[src/rtl/adder_arbiter.sv]
// Two-requester, nibble-serial adder with round-robin arbitration.
// One 4-bit ripple adder, built from four full_adder cells, is shared by
// both requesters and by every nibble of the operand.

module full_adder (
  input  logic a,
  input  logic b,
  input  logic ci,
  output logic s,
  output logic co
);

  assign s  = a ^ b ^ ci;
  assign co = (a & b) | (ci & (a ^ b));

endmodule

module adder_arbiter #(
  parameter int NIBBLES = 4
) (
  input  logic                   clock,
  input  logic                   reset,
  input  logic                   req0,
  input  logic [4*NIBBLES-1:0]   a0,
  input  logic [4*NIBBLES-1:0]   b0,
  input  logic                   cin0,
  input  logic                   req1,
  input  logic [4*NIBBLES-1:0]   a1,
  input  logic [4*NIBBLES-1:0]   b1,
  input  logic                   cin1,
  output logic                   ack0,
  output logic                   ack1,
  output logic [4*NIBBLES-1:0]   sum,
  output logic                   cout,
  output logic                   busy,
  output logic                   owner
);

  localparam int W     = 4 * NIBBLES;
  localparam int IDX_W = (NIBBLES > 1) ? $clog2(NIBBLES) : 1;

  localparam logic [IDX_W-1:0] IDX_ONE  = IDX_W'(1);
  localparam logic [IDX_W-1:0] IDX_LAST = IDX_W'(NIBBLES - 1);

  localparam logic [1:0] IDLE = 2'd0;
  localparam logic [1:0] ADD  = 2'd1;
  localparam logic [1:0] DONE = 2'd2;

  logic [1:0]       state;
  logic [IDX_W-1:0] idx;
  logic [W-1:0]     a_lat;
  logic [W-1:0]     b_lat;
  logic             carry;
  logic [W-1:0]     sum_q;
  logic             cout_q;
  logic             owner_q;
  logic             last_q;

  logic [IDX_W+1:0] base;
  logic [3:0]       a_nib;
  logic [3:0]       b_nib;
  logic [3:0]       s_nib;
  logic [4:0]       c;

  logic             any_req;
  logic             gnt;

  // Select the nibble currently being worked on.
  assign base  = {idx, 2'b00};
  assign a_nib = a_lat[base +: 4];
  assign b_nib = b_lat[base +: 4];
  assign c[0]  = carry;

  // The single shared 4-bit ripple adder.
  for (genvar i = 0; i < 4; i++) begin : g_fa
    full_adder u_fa (
      .a  (a_nib[i]),
      .b  (b_nib[i]),
      .ci (c[i]),
      .s  (s_nib[i]),
      .co (c[i+1])
    );
  end

  // Round-robin: on a tie the requester not served last wins.
  assign any_req = req0 | req1;
  assign gnt     = (req0 & req1) ? ~last_q : req1;

  // Sequencer: grant in IDLE, one nibble per cycle in ADD, one-cycle DONE.
  always_ff @(posedge clock or posedge reset) begin
    if (reset) begin
      state   <= IDLE;
      idx     <= '0;
      a_lat   <= '0;
      b_lat   <= '0;
      carry   <= 1'b0;
      sum_q   <= '0;
      cout_q  <= 1'b0;
      owner_q <= 1'b0;
      last_q  <= 1'b1;
    end else begin
      case (state)
        IDLE: begin
          if (any_req) begin
            a_lat   <= gnt ? a1 : a0;
            b_lat   <= gnt ? b1 : b0;
            carry   <= gnt ? cin1 : cin0;
            owner_q <= gnt;
            idx     <= '0;
            state   <= ADD;
          end
        end
        ADD: begin
          sum_q[base +: 4] <= s_nib;
          carry            <= c[4];
          if (idx == IDX_LAST) begin
            cout_q <= c[4];
            idx    <= '0;
            state  <= DONE;
          end else begin
            idx <= idx + IDX_ONE;
          end
        end
        DONE: begin
          last_q <= owner_q;
          state  <= IDLE;
        end
        default: state <= IDLE;
      endcase
    end
  end

  // Acks are decoded from DONE so reset clears them immediately.
  assign ack0  = (state == DONE) && !owner_q;
  assign ack1  = (state == DONE) &&  owner_q;
  assign busy  = (state != IDLE);
  assign sum   = sum_q;
  assign cout  = cout_q;
  assign owner = owner_q;

endmodule

[config.mk]
export PLATFORM = sky130hd
export DESIGN_NAME = adder_arbiter
export DESIGN_NICKNAME = d
export VERILOG_FILES = /design/src/rtl/adder_arbiter.sv
export SDC_FILE = /design/constraint.sdc
export NUM_CORES = 1
export LEC_CHECK = 0
export CAP_MARGIN = 0
export CORE_MARGIN = 2
export CORE_UTILIZATION = 40
export DETAILED_ROUTE_END_ITERATION = 6
export PLACE_DENSITY = 0.72
export SETUP_SLACK_MARGIN = 0.05
export SLEW_MARGIN = 20
export SYNTH_ARGS = -nofsm -noshare
export SYNTH_HDL_FRONTEND = slang
export SYNTH_HIERARCHICAL = 1
export SYNTH_SLANG_ARGS = --single-unit
[constraint.sdc]
create_clock -name clock -period 3.1 [get_ports clock]
set_clock_uncertainty 0.1 [all_clocks]
set_input_delay 0.62 -clock clock [delete_from_list [all_inputs] [get_ports clock]]
set_output_delay 0.62 -clock clock [all_outputs]
set_load 0.005 [all_outputs]
==> results.yml <==
worst_setup_path:
  ff2ff_path_depth: 7
  crit_chain: "mux4_2 > fa_2 > fa_2 > fa_2 > fa_1 > nand2_2 > o41ai_2"
  rr_startpoint: "idx[0]"
  cp.required_ns: 3.21
  crit_family: "adder cells"
  rr_endpoint: "sum[3]"
  cpPeakStageDelay_ns: 0.54
  cp_max_fo: 4
  crit_arrival_ns: 3.21
  critical_path_buf_inv_count: 0
  crit_top_cell: "fa_2"
  reg2reg_slack_ns: 0.004
  crit_slowest_cell: "mux4_2"
  cp-start-kind: "flop"
  critPathKind: "flop to flop"
  worst_setup_path_end_kind: "flop"
route:
  first_pass_iters: 4
  drtIter0Drc: 55
  dr_wl_met2_mm: 3.154
  post_drt_via_cell_ratio: 5.005
  wl_met3_um: 301
  top_layer_used: "met4"
  ant_nets: 0
  post_drt_wl_per_cell_um: 15.42
  wl_mm: 6.432
  wl_met1_mm: 2.864
  num_vias: 2087
  route.detailed.drc: 0
hold_path:
  hp-start: "sum[12]"
  whs_path_depth: 2
  worstHoldEndpoint: "sum[12]"
  holdCritPathClass: "flop to flop"
floorplanning:
  die_h_um: 91.45
  num_rows: 31
  die_x_um: 91.45
  core_um2: 7331
  io_pins: 91
  start_util: 0.4173
  die_area_um2: 8363
sta:
  setup-violations-final: 0
  hold_viol: 0
  worst_pin_slew_ns: 0.6121
  relSlewSlack: 0.5919
  slew_violations: 0
  tns_ns: 0
  fin_crit_ns: 3.096
  holdWs_ns: 0.3857
  clock.fmax_mhz: 323.0
  rsz0062_at_grt: "yes"
  finalCritPeriodShare: 0.9986
place:
  place_hpwl_mm: 5.047
  gp_congestion: 0.8431
  io_buffer_count: 90
yosys:
  syn_nets: 304
  netlist_instances: 224
  synth_fa_ha_area_frac: 0.05072
  synth-simple-area-share: 0.07607
  netlist_area_um2: 3059
  avgSynthCellArea_um2: 13.66
  ys_types: 32
  synth-seq-area-share: 0.4585
  synth_xor_area_frac: 0
  synth_compound_area_frac: 0.06421
  muxShareOfSynthArea: 0.3112
  synth.ff_latch_count: 56
  ys_warn_count: 6
  synth_top_family_by_area: "multiplexers"
cts:
  clk_path_buf_depth: 2
  numCtsBuffers: 5
  cts_tree: "done"
  hold_buffers: 0
  insertion_delay_ns: 0.32
  htreeDepth: 2
  clock_sinks: 56
  cts_setup_buffers: 0
  clk_pin_slew_worst_paths_ns: 0.11
  cts-root-buf: "clkbuf_8"
grt:
  grt_usage: 0.1652
  grt_pass1_vias: 2219
  grt.overflow.total: 0
  grt_max_degree: 35
  grt_pass1_wl_mm: 10.94
  antenna_found_initial: 0
finish:
  area_growth_pct: 36.77
  nets: 397
  antenna-diode-count: 0
  ff_latch_area_um2: 1404
  multi_input_area_um2: 1574
  fillers: 571
  layout-drive-gt1-share: 0.3333
outcome:
  status: "completed"
flow_run:
  drv_cap: 0
pwr:
  ir_worst_vdd_mv: 0.3640
  p_per_area_nw_per_um2: 913.0
  power.leakage_nw: 1.696
[worst max-delay path by stage]
stage / startpoint / to / slack [ns] / depth (start not counted)
2_1_floorplan: idx[0] / sum[11] / 0.03 / 8
3_3_place_gp: idx[0] / sum[15] / 0.04 / 7
3_5_place_dp: idx[0] / sum[3] / -0.04 / 7
4_1_cts: idx[0] / sum[3] / -0.07 / 7
5_1_grt: idx[0] / sum[7] / -0.08 / 7
6_report: idx[0] / sum[3] / 0.004 / 7
[sequential cells by signal, summed over array words and instances (netlist names)]
| signal | count |
|---|---|
| a_lat | 16 |
| b_lat | 16 |
| sum | 16 |
| idx | 2 |
| state | 2 |
| carry | 1 |
| cout | 1 |
| last_q | 1 |
| owner | 1 |
[where the power goes]
group	leakage [nW]	total, mW	internal (mW)	switching (mW)
combinational	0.963	2.12	1.15	0.973
clock	0.0452	0.417	0.165	0.252
sequential	0.688	1.28	1.06	0.222
[cell usage in the layout, fill, tap and decap left out, types with 2 or more instances in the layout]
| cell type | count |
|---|---|
| a22o_1 | 3 |
| buf_4 | 6 |
| clkbuf_8 | 5 |
| clkdlybuf4s50_1 | 90 |
| dfrtp_1 | 54 |
| fa_2 | 3 |
| ha_1 | 6 |
| inv_1 | 4 |
| inv_2 | 2 |
| inv_6 | 2 |
| mux2_2 | 57 |
| mux2_4 | 8 |
| mux4_2 | 8 |
| nand2_1 | 23 |
| nand2b_1 | 3 |
| nand3b_1 | 4 |
| nor2_1 | 3 |
| nor2b_1 | 2 |
| o211ai_1 | 2 |
| o21ai_0 | 6 |
| o31ai_1 | 4 |
| o41ai_1 | 3 |
| o41ai_2 | 3 |
[per-layer routing]
metal	global-route usage	vias up
li1	-	1003
met1	0.2144	1007
met2	0.2776	65
met3	0.03320	12
met4	0.05177	0
met5	0	-
[layout make-up]
cell class	count	share of cell area
Multi-Input combinational cell	151	0.3762
Sequential cell	56	0.3355
Timing Repair Buffer	97	0.2309
Tap cell	99	0.02961
Clock buffer	5	0.01645
Clock inverter	3	0.005981
Inverter	6	0.005383
[cells in the mapped netlist]
library cell,count,area (um2)
mux2_2,57,641.9
dfrtp_1,55,1376
nand2_1,24,90.09
mux2_4,8,120.1
mux4_2,8,180.2
buf_6,7,78.83
ha_1,6,75.07
o21ai_0,6,30.03
o41ai_1,6,52.55
inv_1,5,18.77
o31ai_1,5,37.54
fa_1,4,80.08
nand3b_1,4,30.03
a22o_1,3,26.28
buf_2,3,15.01
nand2b_1,3,18.77
nor2_1,3,11.26
nor2b_1,2,12.51
o211ai_1,2,15.01
a21boi_4,1,18.77
a21o_1,1,7.510
a31o_2,1,8.760
and2_1,1,6.260
clkbuf_1,1,3.750
dfstp_2,1,26.28
inv_2,1,3.750
mux2i_1,1,10.01
nor2_4,1,11.26
nor2_8,1,20.02
nor3_1,1,5.000
nor4_2,1,12.51
nor4b_2,1,15.01
[tightest hold or removal path: cells and delay by family (launching register included)]
family             cells  cell delay, ns
DFF                    1            0.36
and+or+nand+nor        1            0.05
AOI/OAI and AO/OA      1            0.05
[logic make-up (layout without fill, tap and decap cells)]
family | count (synthesis) | count (layout)
fa+ha+maj | 10 | 10
simple gates | 42 | 42
buf+inv | 17 | 111
compound gates | 25 | 25
mux | 74 | 74
flops | 56 | 56
[per-stage QoR]
stage	utilization	power [mW]	worst slack [ns]	instances	area, um2
after CTS	0.5692	3.804	-0.06606	417	4173
after global placement	0.5537	3.283	0.03547	409	4059
after floorplan	-	2.732	0.03304	224	3073
after global routing	0.5707	4.102	-0.07821	417	4184
final	0.5707	3.820	0.004463	417	4184
after detailed placement	0.5537	3.353	-0.04072	409	4059
[repair_timing]
| item | in CTS | in global routing |
|---|---|---|
| gates resized for setup | 3 | 3 |
| endpoints found under the setup margin | 4 | 5 |
| endpoints found under the hold margin | 0 | 0 |
No activity file was read; power rests on OpenSTA's default activity.
==> variant (config.mk and constraints unchanged) <==
Reset style: synchronous (`reset`), changed in one clocked block.
--- a/src/rtl/adder_arbiter.sv
+++ b/src/rtl/adder_arbiter.sv
@@ -88,5 +88,5 @@
 
   // Sequencer: grant in IDLE, one nibble per cycle in ADD, one-cycle DONE.
-  always_ff @(posedge clock or posedge reset) begin
+  always_ff @(posedge clock) begin
     if (reset) begin
       state   <= IDLE;
Formal check against the unedited RTL: differs if reset is asserted again (counterexample within 4 cycles, from zero or initial values and one cycle with reset high); with reset held inactive, the same outputs for 10 cycles.
==> variant against the unedited design <==
- sequential cell count unchanged
- routed wire length decreased by 2.2%
- area after synthesis decreased by 6.5%
- final area decreased by 5.5%
- highest routed layer unchanged
- hold slack got worse by 9.1 ps
- critical path type unchanged
- die area decreased by 6.2%
- worst setup slack improved by 44 ps
Power is not compared: it rests on default switching activity, and its combinational part moved more than twofold at a synthesized area within 25%.
==> variant: results (changes against the unedited design) <==
metric	value	unit	change
Place WS	51.2	ps	was -40.7 ps
Compound-Gate Fraction of Synth Area	0.170		was 0.0642
top post-synthesis cells by count	57 x nor2_1, 56 x dfxtp_1, 32 x mux2i_1, 22 x a211oi_1, 13 x a22oi_1		was 57 x mux2_2, 55 x dfrtp_1, 24 x nand2_1, 8 x mux2_4, 8 x mux4_2
sw frac	0.270		
clk tree area frac	0.0282		was 0.0224
Post-Synth Adder-Cell Area	0.0542		was 0.0507
slowest cell on the critical path	fa_1		was mux4_2
per-cell routed wire length	13.9	µm	was 15.4 µm
sequential share of cell area	0.285		was 0.336
DR iter-0 viols	93		was 55
fraction of area in multi-input gates	0.401		was 0.376
later-pin clock latency in the skew report	320	ps	about the same
Inst Count DP	446		was 409
most area-consuming cells after synthesis	dfxtp_1 39%, mux2i_1 11%, nor2_1 7.5%		was dfrtp_1 45%, mux2_2 21%, mux4_2 5.9%
DP Wirelength	4820	µm	was 5050 µm
clock-pin slew on the worst setup and hold paths	90	ps	was 110 ps
Syn Area/Cell	10.6	µm²	was 13.7 µm²
Reg2Reg Depth	8		was 7
largest net degree at the start of global routing	45		was 35
nets	437		was 397
status	finished, final reports clean		unchanged
# fillers	609		was 571
Final GP Congestion	0.813		was 0.843
drt total wl	6290	µm	was 6430 µm
setup slack, reg-to-reg	50	ps	was 4 ps
leading area contributor after synthesis	dfxtp_1		was dfrtp_1
Multi-input comb cells	190		was 151
total number of vias	2323		was 2087
first-pass GRT wire length	10400	µm	was 10900 µm
All-Layer GR Usage	0.170		was 0.165
CP Capture Point	sum[15]		was sum[3]
Worst slew margin	0.548		was 0.592
Non-clk bufs	100		was 97
Finished Cell Area	3950	µm²	was 4180 µm²
CTS resizes	2		was 3
register area share after synthesis	0.392		was 0.458
Synth cell types	35		was 32
Signal inverters	4		was 6
layout cells sized above 1	0.145		was 0.333
Non-clock buffers, area share	0.252		was 0.231
post-synthesis mux area share	0.179		was 0.311
CP startpoint	idx[0]		unchanged
DP Area	3820	µm²	was 4060 µm²
asr flop ratio synth	0		was 1.00
hold path start	cout		was sum[12]
Hold Path End	cout		was sum[12]
Tcrit/Tclk final	0.984		was 0.999
vias in the first global route	2249		was 2219
variant: routing by layer:
| metal | part of all wire | track usage | vias to the layer above |
|---|---|---|---|
| li1 | - | - | 1159 |
| met1 | 0.45 | 0.226 | 1077 |
| met4 | 0.013 | 0.0496 | 0 |
| met5 | 0 | 0 | - |
| met3 | 0.056 | 0.0336 | 8 |
| met2 | 0.48 | 0.281 | 79 |
variant: metrics by stage:
step,utilization,total power [µW],TNS (ps),hold WS (ps)
5_1_grt,0.575,1800,-52.1,404
4_1_cts,0.574,1730,0,385
6_report,0.575,1710,0,377
3_5_place_dp,0.556,1250,0,373
2_1_floorplan,-,1090,-7.45,353
3_3_place_gp,0.556,1240,0,361
variant: kinds of logic (layout without fill, tap and decap cells):
kind of cell / Yosys count / count (layout)
adders and majority gates: 10 / 10
AOI/OAI and AO/OA: 57 / 57
muxes: 41 / 41
buffers and inverters: 24 / 112
and+or+nand+nor: 82 / 82
DFF: 56 / 56
